<file path="src/rtl/ili9341_pkg.sv">
`default_nettype none
// ============================================================================
// Module : ili9341_pkg
// Brief  : Command codes, FSM state type and default geometry for ili9341_rx.
// Rev    : 1.0  initial release
// ============================================================================
package ili9341_pkg;

    localparam logic [7:0] CMD_SWRESET = 8'h01;
    localparam logic [7:0] CMD_SLPIN   = 8'h10;
    localparam logic [7:0] CMD_SLPOUT  = 8'h11;
    localparam logic [7:0] CMD_DISPOFF = 8'h28;
    localparam logic [7:0] CMD_DISPON  = 8'h29;
    localparam logic [7:0] CMD_CASET   = 8'h2A;
    localparam logic [7:0] CMD_PASET   = 8'h2B;
    localparam logic [7:0] CMD_RAMWR   = 8'h2C;

    localparam int DEF_WIDTH  = 240;
    localparam int DEF_HEIGHT = 320;

    typedef enum logic [2:0] {
        ST_CMD    = 3'd0,
        ST_CASET  = 3'd1,
        ST_PASET  = 3'd2,
        ST_RAMWR  = 3'd3,
        ST_IGNORE = 3'd4
    } state_t;

    function automatic state_t cmd_next_state(input logic [7:0] cmd);
        case (cmd)
            CMD_CASET:   return ST_CASET;
            CMD_PASET:   return ST_PASET;
            CMD_RAMWR:   return ST_RAMWR;
            CMD_SWRESET: return ST_CMD;
            default:     return ST_IGNORE;
        endcase
    endfunction

endpackage
`default_nettype wire

</file>
<file path="src/rtl/ili9341_bus_sampler.sv">
`default_nettype none
// ============================================================================
// Module : ili9341_bus_sampler
// Brief  : Registers the 8080 write bus and flags rising wr edges with cs low.
//          ILI9341_RX_SYNC_EN adds a 2-flop synchronizer ahead of the register.
// Rev    : 1.0  initial release
// ============================================================================
module ili9341_bus_sampler (
    input  logic       in_clk,
    input  logic       in_rst,
    input  logic       in_cs,
    input  logic       in_rd,
    input  logic       in_wr,
    input  logic       in_cd,
    input  logic [7:0] in_data,
    output logic       out_strobe,
    output logic [8:0] out_byte,
    output logic       out_rd
);

    // Bus packing: {cs, rd, wr, cd, data}; idle is cs/rd/wr high.
    localparam logic [11:0] BUS_IDLE = 12'hE00;

    logic [11:0] w_bus_in;
    logic [11:0] w_bus_pre;
    logic [11:0] r_bus;
    logic        r_wr_d;

    assign w_bus_in = {in_cs, in_rd, in_wr, in_cd, in_data};

`ifdef ILI9341_RX_SYNC_EN
    logic [11:0] r_sync1;
    logic [11:0] r_sync2;

    always_ff @(posedge in_clk) begin
        if (in_rst) begin
            r_sync1 <= BUS_IDLE;
            r_sync2 <= BUS_IDLE;
        end else begin
            r_sync1 <= w_bus_in;
            r_sync2 <= r_sync1;
        end
    end

    assign w_bus_pre = r_sync2;
`else
    assign w_bus_pre = w_bus_in;
`endif

    always_ff @(posedge in_clk) begin
        if (in_rst) begin
            r_bus  <= BUS_IDLE;
            r_wr_d <= 1'b1;
        end else begin
            r_bus  <= w_bus_pre;
            r_wr_d <= r_bus[9];
        end
    end

    assign out_strobe = r_bus[9] & ~r_wr_d & ~r_bus[11];
    assign out_byte   = r_bus[8:0];
    assign out_rd     = r_bus[10];

endmodule
`default_nettype wire

</file>
<file path="src/rtl/ili9341_rx.sv">
`default_nettype none
// ============================================================================
// Module : ili9341_rx
// Brief  : ILI9341 write-bus responder; decodes commands and emits pixels
//          with (x,y). Optional bus synchronizer: ILI9341_RX_SYNC_EN.
// Rev    : 1.0  initial release
// ============================================================================
module ili9341_rx
    import ili9341_pkg::*;
#(
    parameter int WIDTH  = DEF_WIDTH,
    parameter int HEIGHT = DEF_HEIGHT
) (
    input  logic        in_clk,
    input  logic        in_rst,
    input  logic        in_cs,
    input  logic        in_rd,
    input  logic        in_wr,
    input  logic        in_cd,
    input  logic [7:0]  in_data,
    input  logic        in_tft_rst,
    output logic        out_cmd_valid,
    output logic [7:0]  out_cmd,
    output logic        out_px_valid,
    output logic [8:0]  out_px_x,
    output logic [8:0]  out_px_y,
    output logic [15:0] out_px_color,
    output logic        out_frame_done,
    output logic        out_sleep,
    output logic        out_disp_on,
    output logic        out_err
);

    localparam logic [8:0] EC_DEF = 9'(WIDTH - 1);
    localparam logic [8:0] EP_DEF = 9'(HEIGHT - 1);

    logic       w_strobe;
    logic [8:0] w_byte;
    logic       w_rd;

    ili9341_bus_sampler u_sampler (
        .in_clk     (in_clk),
        .in_rst     (in_rst),
        .in_cs      (in_cs),
        .in_rd      (in_rd),
        .in_wr      (in_wr),
        .in_cd      (in_cd),
        .in_data    (in_data),
        .out_strobe (w_strobe),
        .out_byte   (w_byte),
        .out_rd     (w_rd)
    );

    logic [7:0] w_data;
    logic       w_cmd_cap;
    logic       w_dat_cap;
    logic       w_hard_rst;
    logic       w_soft_rst;
    logic [8:0] w_start;
    logic [8:0] w_end;
    logic       w_win_ok;
    state_t     r_state;
    state_t     w_state_next;

    logic [8:0]  r_sc, r_ec, r_sp, r_ep, r_x, r_y;
    logic [2:0]  r_pcnt;
    logic        r_start_hi;
    logic [7:0]  r_start_lo;
    logic        r_end_hi;
    logic        r_hi_valid;
    logic [7:0]  r_hi;
    logic        r_cmd_valid;
    logic [7:0]  r_cmd;
    logic        r_px_valid;
    logic [8:0]  r_px_x, r_px_y;
    logic [15:0] r_px_color;
    logic        r_frame_done;
    logic        r_sleep;
    logic        r_disp_on;
    logic        r_err;

    assign w_data     = w_byte[7:0];
    assign w_cmd_cap  = w_strobe & ~w_byte[8];
    assign w_dat_cap  = w_strobe &  w_byte[8];
    assign w_hard_rst = in_rst | ~in_tft_rst;
    assign w_soft_rst = w_hard_rst | (w_cmd_cap & (w_data == CMD_SWRESET));
    assign w_start    = {r_start_hi, r_start_lo};
    assign w_end      = {r_end_hi, w_data};
    assign w_win_ok   = (r_sc <= r_ec) && (r_sp <= r_ep);

    always_ff @(posedge in_clk) begin
        if (w_soft_rst) begin
            r_state <= ST_CMD;
        end else begin
            r_state <= w_state_next;
        end
    end

    always_comb begin
        w_state_next = r_state;
        if (w_cmd_cap) begin
            w_state_next = cmd_next_state(w_data);
        end
    end

    always_ff @(posedge in_clk) begin
        if (w_soft_rst) begin
            r_sc         <= 9'd0;
            r_ec         <= EC_DEF;
            r_sp         <= 9'd0;
            r_ep         <= EP_DEF;
            r_x          <= 9'd0;
            r_y          <= 9'd0;
            r_pcnt       <= 3'd0;
            r_start_hi   <= 1'b0;
            r_start_lo   <= 8'd0;
            r_end_hi     <= 1'b0;
            r_hi_valid   <= 1'b0;
            r_hi         <= 8'd0;
            r_px_valid   <= 1'b0;
            r_px_x       <= 9'd0;
            r_px_y       <= 9'd0;
            r_px_color   <= 16'd0;
            r_frame_done <= 1'b0;
            r_sleep      <= 1'b1;
            r_disp_on    <= 1'b0;
            r_err        <= 1'b0;
            // SWRESET still reports itself as a command.
            r_cmd_valid  <= ~w_hard_rst;
            r_cmd        <= w_hard_rst ? 8'd0 : CMD_SWRESET;
        end else begin
            r_cmd_valid  <= 1'b0;
            r_px_valid   <= 1'b0;
            r_frame_done <= 1'b0;
            if (!w_rd) begin
                r_err <= 1'b1;
            end
            if (w_cmd_cap) begin
                r_cmd_valid <= 1'b1;
                r_cmd       <= w_data;
                r_pcnt      <= 3'd0;
                r_hi_valid  <= 1'b0;
                case (w_data)
                    CMD_SLPOUT:  r_sleep   <= 1'b0;
                    CMD_SLPIN:   r_sleep   <= 1'b1;
                    CMD_DISPON:  r_disp_on <= 1'b1;
                    CMD_DISPOFF: r_disp_on <= 1'b0;
                    CMD_RAMWR: begin
                        r_x <= r_sc;
                        r_y <= r_sp;
                    end
                    default: ;
                endcase
            end else if (w_dat_cap) begin
                case (r_state)
                    ST_CASET, ST_PASET: begin
                        if (r_pcnt < 3'd4) begin
                            r_pcnt <= r_pcnt + 3'd1;
                        end
                        case (r_pcnt)
                            3'd0: r_start_hi <= w_data[0];
                            3'd1: r_start_lo <= w_data;
                            3'd2: r_end_hi   <= w_data[0];
                            3'd3: begin
                                if (r_state == ST_CASET) begin
                                    r_sc <= w_start;
                                    r_ec <= w_end;
                                end else begin
                                    r_sp <= w_start;
                                    r_ep <= w_end;
                                end
                                if (w_start > w_end) begin
                                    r_err <= 1'b1;
                                end
                            end
                            default: ;
                        endcase
                    end
                    ST_RAMWR: begin
                        if (!r_hi_valid) begin
                            r_hi       <= w_data;
                            r_hi_valid <= 1'b1;
                        end else begin
                            r_hi_valid <= 1'b0;
                            if (!w_win_ok) begin
                                r_err <= 1'b1;
                            end else begin
                                r_px_valid <= 1'b1;
                                r_px_x     <= r_x;
                                r_px_y     <= r_y;
                                r_px_color <= {r_hi, w_data};
                                // Raster order: wrap column, then page.
                                if (r_x == r_ec) begin
                                    r_x <= r_sc;
                                    if (r_y == r_ep) begin
                                        r_y          <= r_sp;
                                        r_frame_done <= 1'b1;
                                    end else begin
                                        r_y <= r_y + 9'd1;
                                    end
                                end else begin
                                    r_x <= r_x + 9'd1;
                                end
                            end
                        end
                    end
                    default: ;
                endcase
            end
        end
    end

    assign out_cmd_valid  = r_cmd_valid;
    assign out_cmd        = r_cmd;
    assign out_px_valid   = r_px_valid;
    assign out_px_x       = r_px_x;
    assign out_px_y       = r_px_y;
    assign out_px_color   = r_px_color;
    assign out_frame_done = r_frame_done;
    assign out_sleep      = r_sleep;
    assign out_disp_on    = r_disp_on;
    assign out_err        = r_err;

endmodule
`default_nettype wire

</file>
<file path="config.mk">
export PLATFORM = sky130hd
export DESIGN_NAME = ili9341_rx
export DESIGN_NICKNAME = d
export VERILOG_FILES = /design/src/rtl/ili9341_pkg.sv /design/src/rtl/ili9341_bus_sampler.sv /design/src/rtl/ili9341_rx.sv
export SDC_FILE = /design/constraint.sdc
export NUM_CORES = 1
export LEC_CHECK = 0
export CAP_MARGIN = 10
export CORE_MARGIN = 2
export CORE_UTILIZATION = 25
export CTS_BUF_LIST = sky130_fd_sc_hd__clkbuf_2
export DETAILED_ROUTE_END_ITERATION = 12
export GPL_TIMING_DRIVEN = 0
export PLACE_DENSITY_LB_ADDON = 0.25
export SYNTH_ARGS = -nofsm -noshare
export SYNTH_HDL_FRONTEND = slang
export SYNTH_SLANG_ARGS = --single-unit
</file>
<file path="constraint.sdc">
create_clock -name in_clk -period 5.8 [get_ports in_clk]
set_clock_uncertainty 0.15 [all_clocks]
set_input_delay 1.16 -clock in_clk [delete_from_list [all_inputs] [get_ports in_clk]]
set_output_delay 1.16 -clock in_clk [all_outputs]
set_load 0.01 [all_outputs]
</file>
==> flow_summary.ini <==
[run_status]
status = completed

[placement]
place.gp.congestion = 0.844
portBuffers = 62
placement.setup.worst_slack_ns = 2.29
place.detailed.hpwl_mm = 13.2

[grt]
gr-usage-all-layers_pct = 14.1
grt_first_pass_wirelength_mm = 28.5
pin_count_of_the_biggest_net_entering_global_routing = 17
initial_antenna_violation_count = 1
global_route.overflow_total = 0
vias_in_the_first_global_route = 5009

[yosys]
yosys_most_used_dff = sky130_fd_sc_hd__dfxtp_1
postSynth.asyncResetShare_pct = 0
synthesized_area_um2 = 6450
synth.lib_cells_used.distinct = 54
ys_ff_latch = 140
yosys_warnings = 0
syn_nets = 772
yosysSeqAreaShare_pct = 44.7
syn_avg_cell_area_um2 = 8.92
synthesis.instances = 723
synth_edf_count = 8

[power]
power_density_nw_per_um2 = 210
static-leakage-power_nw = 2.71
power.ir.vdd_worst_v = 0.0000898

[route]
drt.antenna.violating_nets = 0
drt_wl_total_mm = 18.3
post_drt_via_cell_ratio = 4.67
drc_errors = 0
detail_route.first_pass.iterations = 9
avgRoutedWirePerCell_um = 16.0
drtIter0Drc = 420
vias = 5353

[floorplan]
placementRows = 58
die-height_um = 165
ios = 63
die_w_um = 165
floorplan.initialDensity_pct = 25.5
core_outline_area_um2 = 25300
die_area_um2 = 27100

[finish]
design.final.nets = 853
final-seq-area_um2 = 2880
multi_input_combinational_cell_area_um2 = 3260
finalCoreUtilization_pct = 30.4
post_route_cells_drive_above_1_share_pct = 6.87
num-fill-cells = 2759
final_common_cell = sky130_fd_sc_hd__dfxtp_1
layout_common_cells = sky130_fd_sc_hd__dfxtp_1, sky130_fd_sc_hd__nand2_1, sky130_fd_sc_hd__nor2_1
syn_to_final_growth_pct = 19.3

[sta]
setup_viol = 0
min_period_ns = 3.58
grt_setup_unrepaired = false
maxSlewViolCount = 0
max_freq_mhz = 279
fin_crit_sh_pct = 61.7
max-slew-margin-rel_pct = 29.0
setup-tns-final_ns = 0
worst-slew-pin-transition_ns = 1.07
finalHoldViolCount = 0
finalWorstSetupSlack_ns = 2.22

[clock_network]
cts_made_buffers = 17
cts_root_buf = sky130_fd_sc_hd__clkbuf_2
postCtsSetupRepairBufs = 0
postCtsHoldBufs = 0
htreeDepth = 4
tritoncts = done
cts.path.max_buffers = 2
cts_repair_resize_count = 0
clock_latency_ns = 0.70
clock-sinks = 140
path_clk_slew_ns = 0.19

[min_path]
hold_class = flop to flop

[critical_path]
timing.critical_path.to_type = flop
path_max_fanout = 10
critPathArrivalTime_ns = 4.03
worstSetupPathType = flop to flop
type_of_element_launching_the_critical_path = flop
cp.required_ns = 6.25

[flow_run]
number_of_maximum_capacitance_constraint_violations = 0
[critical path, cell delays in order (launching register included)]
cell and delay, ns:
sky130_fd_sc_hd__dfxtp_1 0.39, sky130_fd_sc_hd__nor4b_4 0.55, sky130_fd_sc_hd__nand4_1 0.40, sky130_fd_sc_hd__and2_1 0.31
sky130_fd_sc_hd__a222oi_1 0.87, sky130_fd_sc_hd__nand2_2 0.30, sky130_fd_sc_hd__buf_6 0.25, sky130_fd_sc_hd__o211ai_2 0.18
sky130_fd_sc_hd__o31ai_2 0.08
[through the flow]
step                total power [W]  hold WS, ns  cell area [um2]  cells
finish                      0.00161        0.342             7690   1146
global route                0.00168        0.366             7690   1146
CTS                         0.00164        0.332             7690   1145
detailed placement          0.00108        0.302             7480   1115
global placement            0.00109        0.297             7480   1115
floorplan                   0.00104        0.279             6450    723
[cell usage after synthesis, drive strengths merged (2+ instances only)]
cell,count,area (um2)
dfxtp,132,2640
nand2,89,337
nor2,66,248
a21oi,59,295
mux2i,46,460
inv,36,135
ha,34,425
clkbuf,28,105
o211ai,23,188
nand3,22,110
nor2b,21,131
o21ai,20,100
xor2,16,140
and2,14,87.6
nor3b,13,103
buf,12,65.1
nor3,12,65.1
and3,10,62.6
edfxtp,8,240
nand4,8,50.1
o31ai,8,75.1
xnor2,6,52.6
and4,4,35.0
nor4,4,25.0
o21a,4,30.0
or2,4,25.0
a211oi,3,22.5
a21o,2,15.0
nor4b,2,38.8
o22ai,2,12.5
or3,2,17.5
[cell type report]
| cell class | instances | area share (%) |
|---|---|---|
| Antenna cell | 1 | 0.0325 |
| Buffer | 40 | 2.21 |
| Clock buffer | 22 | 1.43 |
| Clock inverter | 8 | 1.25 |
| Inverter | 36 | 1.76 |
| Multi-Input combinational cell | 507 | 42.4 |
| Sequential cell | 140 | 37.5 |
| Tap cell | 330 | 5.37 |
| Timing Repair Buffer | 62 | 8.07 |
[power by group]
part / leakage (nW) / total (W) / switching (W) / internal [W]
Clock: 0.131 / 0.000549 / 0.000351 / 0.000198
Sequential: 1.16 / 0.000985 / 0.00000454 / 0.000981
Combinational: 1.42 / 0.0000791 / 0.0000511 / 0.0000279
Total: 2.71 / 0.00161 / 0.000407 / 0.00121
[worst paths after layout]
path | startpoint | to | slack [ns] | depth (start not counted)
setup / recovery | u_sampler.r_bus[8] | r_y[7] | 2.22 | 8
hold / removal | r_state[2] | r_state[2] | 0.34 | 2
setup reg to reg | u_sampler.r_bus[8] | r_y[7] | 2.22 | 8
hold reg to reg | r_state[2] | r_state[2] | 0.34 | 2
[registers in the layout, indices dropped and copies added, names as in the netlist, 3 cells and up]
signal,flops
u_sampler.r_bus,12
r_sc,9
r_sp,9
r_ep,9
r_start_lo,8
r_state,3
r_ec,9
out_px_x,9
r_pcnt,3
r_y,9
out_cmd,8
r_hi,8
out_px_color,16
out_px_y,9
r_x,9
[kinds of logic (layout without fill, tap and decap cells)]
kind of cell | count (synthesis) | count (layout) | synth area share [%]
AOI/OAI and AO/OA | 131 | 131 | 12.7
muxes | 46 | 46 | 7.14
buffers and inverters | 76 | 168 | 4.74
and+or+nand+nor | 274 | 274 | 21.1
DFF | 140 | 140 | 44.7
adders and majority gates | 34 | 34 | 6.60
xor gates and xnor gates | 22 | 22 | 2.99
other | 0 | 1 | 0
[routing by layer]
metal  up-vias  global-route usage [%]  wire length (um)
met5         -                       0                 0
met3        15                    2.79               919
met2       168                    21.0              7730
met4         0                    4.70               257
li1       2654                       -                 -
met1      2516                    20.2              9380
No activity file was read; power rests on OpenSTA's default activity.
==> patch 1, RTL diff (config.mk and constraints unchanged) <==
Add an input register stage for `in_cs`, without a reset; this delays it by one clock. The other inputs are not delayed to match.
--- a/src/rtl/ili9341_rx.sv
+++ b/src/rtl/ili9341_rx.sv
@@ -36,2 +36,8 @@
 
+    logic in_cs_q;
+
+    always_ff @(posedge in_clk) begin
+        in_cs_q <= in_cs;
+    end
+
     logic       w_strobe;
@@ -43,3 +49,3 @@
         .in_rst     (in_rst),
-        .in_cs      (in_cs),
+        .in_cs      (in_cs_q),
         .in_rd      (in_rd),
Behaviour: not the same (Yosys sat finds a counterexample within 4 cycles, from zero or initial values and one cycle with in_rst high).
==> patch 1 against the original RTL <==
Die area is 0.30% higher. Critical path type unchanged. Via count shrank 2.1%. Routed wire length up 1.2%. Highest routed layer unchanged. Count of clock-buffer cells in the layout is 4 lower. Clock power rose by 29%. Sequential cell count rose by 1. Worst hold slack got worse by 0.055 ns. Setup slack better by 0.036 ns. Combinational power grew 1%. Synthesized area up 0.31%. Cell area increased by 1.6%. Power up 10%.
==> patch 1: results <==
[outcome]
status = "finished, final reports clean"

[routing]
detail_route.wl_per_cell_microns = 16.1
num_vias = 5240
wirelength_mm = 18.5
dr.first_iter.drc_count = 379
firstDrtPassIters = 8

[setup_path]
reg2regPathDepth = 7
crit_arrival_ns = 4.01

[synth]
synth_common_cells = "133 x dfxtp_1, 88 x nand2_1, 66 x nor2_1"
synthTopCellsByArea = "dfxtp_1 41%, mux2i_1 7.1%, ha_1 6.6%"
syn-instance-count = 724
synth_seq_cells = 141
synth-seq-area-share_pct = 44.9

[pwr]
leakagePower_nw = 2.76
p_seq_uw = 993
p_clk_uw = 710
power.total_mw = 1.78
ir_worst_vdd_mv = 0.165

[sta]
worst_pin_slew_ns = 1.04

[global_routing]
grtUsageTotal_pct = 14.0
grt_pass1_vias = 4801

[cells_and_area]
nClkBuffers = 18
seq-cell-share_pct = 37.2
nNetsFinal = 854
n_antenna_cell = 2

[worst_hold_path]
hp-start = "in_cs_q$_DFF_P_"
min_to = "u_sampler.r_bus[11]$_SDFF_PP1_"
whs_path_depth = 1

[placed_design]
place_congestion = 0.846
[patch 1: changes by cell type after synthesis]
cell,unedited run,this run
dfxtp_1,132,133
[patch 1: cell families (layout without fill, tap and decap cells)]
logic type / Yosys count / in the layout / share of synthesized area, %
multiplexers: 46 / 46 / 7.12
flip-flops: 141 / 141 / 44.9
buffers and inverters: 76 / 170 / 4.72
AND/OR/NAND/NOR: 274 / 274 / 21.0
adder cells (fa/ha/maj): 34 / 34 / 6.58
AO/OA/AOI/OAI: 131 / 131 / 12.7
XOR/XNOR: 22 / 22 / 2.98
other: 0 / 2 / 0
[patch 1: worst max path at each step]
stage,startpoint,to,slack (ns),cells past startpoint
global placement,in_rst,out_cmd[5]$_SDFFCE_PP0P_,2.26,6
finish,u_sampler.r_bus[8]$_SDFF_PP0_,r_y[5]$_SDFFE_PP0P_,2.26,7
global route,u_sampler.r_bus[8]$_SDFF_PP0_,r_y[5]$_SDFFE_PP0P_,1.96,7
detailed placement,in_rst,out_cmd[5]$_SDFFCE_PP0P_,2.26,6
CTS,u_sampler.r_wr_d$_SDFF_PP1_,out_cmd[5]$_SDFFCE_PP0P_,2.26,9
floorplan,r_ep[3]$_SDFFE_PP1P_,r_y[6]$_SDFFE_PP0P_,3.18,10
[patch 1: layer usage]
layer | share of wire [%] | GRT usage (%) | wire (microns)
met1 | 50 | 20.5 | 9340
met2 | 42 | 20.3 | 7800
met3 | 5.6 | 3.01 | 1040
met4 | 1.7 | 4.43 | 321
met5 | 0 | 0 | 0
[patch 1: through the flow]
step           setup slack (ns)  hold slack [ns]
2_1_floorplan              3.18            0.239
3_3_place_gp               2.26            0.242
3_5_place_dp               2.26            0.245
4_1_cts                    2.26            0.290
5_1_grt                    1.96            0.330
6_report                   2.26            0.287
==> patch 2, RTL diff (config.mk and constraints unchanged) <==
Made on the original files. Add a define of `ILI9341_RX_SYNC_EN`.
--- a/src/rtl/ili9341_bus_sampler.sv
+++ b/src/rtl/ili9341_bus_sampler.sv
@@ -7,2 +7,4 @@
 // ============================================================================
+`define ILI9341_RX_SYNC_EN
+
 module ili9341_bus_sampler (
Function: changed (Yosys sat finds a counterexample within 4 cycles, from zero or initial values and one cycle with in_rst high).
==> patch 2 against the original RTL <==
Global-route usage down 0.74 points. Combinational power down 9.1%. Synthesized cell count up 9.8%. Fmax up 4.9%. Sequential cell count up 24. Routed wire length up 8.9%. Critical path type unchanged. Power up 21%. Setup slack better by 0.17 ns. Cell area up 12%. Synthesized area up 12%.
==> patch 2: results <==
[cells_and_area]
fillerInstances = 3086
drive_gt1_share_pct = 9.80
nNetsFinal = 924
n_antenna_cell = 0

[placed_design]
placed_cells = 1240
dpl_worst_slack_ns = 1.76
place_congestion = 0.867
dp_hpwl_mm = 14.8
placed_area_sq_um = 8340

[global_routing]
grt_pass1_wl_mm = 31.1
antenna_found_initial = 0
grt_start_max_net_pins = 18
grt_pass1_vias = 5582
grtUsageTotal_pct = 13.3

[synth]
ys.flop_type = "dfxtp_1"
synth_nets = 843
synth_common_cells = "156 x dfxtp_1, 106 x nand2_1, 78 x nor2_1"
avgSynthCellArea_sq_um = 9.11
yosys_warnings = 0
synth-edff-count = 8
synthDistinctLibCells = 61
synthTopCellsByArea = "dfxtp_1 43%, mux2i_1 6.8%, ha_1 5.9%"
synth-seq-area-share_pct = 46.5
async_reset_ff_share_pct = 0

[worst_hold_path]
hold_class = "reg -> reg"

[setup_path]
startpoint = "r_ec[4]$_SDFFE_PP0P_"
critPathMaxFanout = 10
crit_arrival_ns = 3.89
r2r_slack_ns = 2.39
max_stage_delay_ns = 0.77
crit_end = "out_frame_done$_SDFF_PP0_"
startpoint_type = "flop"
reg2regPathDepth = 9
worst_path_max_delay_cell = "a2111oi_0"

[routing]
firstDrtPassIters = 5
detail_route.wl_per_cell_microns = 15.7
dr.first_iter.drc_count = 377
via_per_inst = 4.53
num_vias = 5761

[clock_network]
clk_latency_ns = 0.76
numCtsBuffers = 17
clk_pin_slew_ns = 0.25
cts-root-buf = "clkbuf_2"
post_cts_buffers = 0
clock_path_buffers = 2

[outcome]
status = "finished, final reports clean"

[pwr]
leakagePower_nw = 3.46
ir_worst_vdd_mv = 0.119

[sta]
worst_pin_slew_ns = 1.23
fin_ws_ns = 2.39
[patch 2: changes by cell type in the layout (fill, tap and decap cells not counted), sizes merged, moves of 11 or more]
| cell | unedited run | this run |
|---|---|---|
| nor2b | 21 | 37 |
| mux2 | 0 | 12 |
| nand2 | 89 | 106 |
| inv | 36 | 48 |
| nor2 | 66 | 78 |
| and2 | 14 | 3 |
| dfxtp | 132 | 156 |
[patch 2: cell families after synthesis]
| kind of cell | share of synthesized area, % |
|---|---|
| AOI/OAI and AO/OA | 10.8 |
| adders and majority gates | 5.88 |
| muxes | 8.64 |
| xor gates and xnor gates | 2.54 |
| DFF | 46.5 |
| and+or+nand+nor | 21.1 |
| buffers and inverters | 4.58 |
[patch 2: power by group]
group	total (mW)	leakage [nW]	switching, mW	internal [mW]
clock	0.726	0.174	0.462	0.264
combinational	0.0719	1.93	0.0435	0.0283
sequential	1.16	1.35	0.00681	1.15
total	1.96	3.46	0.512	1.44
[patch 2: worst max-delay path: cells and delay by family, from the launching register on]
| family | cells | cell delay [ns] |
|---|---|---|
| adders and majority gates | 1 | 0.31 |
| buffers and inverters | 3 | 0.80 |
| DFF | 1 | 0.46 |
| and+or+nand+nor | 1 | 0.32 |
| AOI/OAI and AO/OA | 4 | 1.26 |
[patch 2: worst min-delay path by stage]
stage                                           startpoint                               end  slack (ns)  cells after the start
after floorplan           u_sampler.r_sync2[10]$_SDFF_PP1_    u_sampler.r_bus[10]$_SDFF_PP1_        0.24                      1
after global placement     u_sampler.r_sync1[9]$_SDFF_PP1_   u_sampler.r_sync2[9]$_SDFF_PP1_        0.24                      1
after detailed placement  u_sampler.r_sync1[10]$_SDFF_PP1_  u_sampler.r_sync2[10]$_SDFF_PP1_        0.24                      1
after CTS                 u_sampler.r_sync1[10]$_SDFF_PP1_  u_sampler.r_sync2[10]$_SDFF_PP1_        0.29                      1
after global routing      u_sampler.r_sync1[10]$_SDFF_PP1_  u_sampler.r_sync2[10]$_SDFF_PP1_        0.31                      1
final                     u_sampler.r_sync1[10]$_SDFF_PP1_  u_sampler.r_sync2[10]$_SDFF_PP1_        0.29                      1
[patch 2: area by class of cell]
class	count	area (sq um)	share of cell area, %
plain buffers	40	193	2.23
multi-input cells	553	3540	41.1
clock inverters	15	205	2.38
well taps	384	480	5.57
inverters	37	139	1.61
clock buffers	17	85.1	0.986
repair buffers	62	621	7.19
flip-flops and latches	164	3360	39.0
[patch 2: metal layers]
| metal | routed length, microns | global-route usage, % | share of wire (%) |
|---|---|---|---|
| met2 | 8920 | 21.3 | 45 |
| met3 | 1150 | 3.39 | 5.7 |
| met4 | 320 | 3.57 | 1.6 |
| met5 | 0 | 0 | 0 |
| met1 | 9540 | 17.9 | 48 |
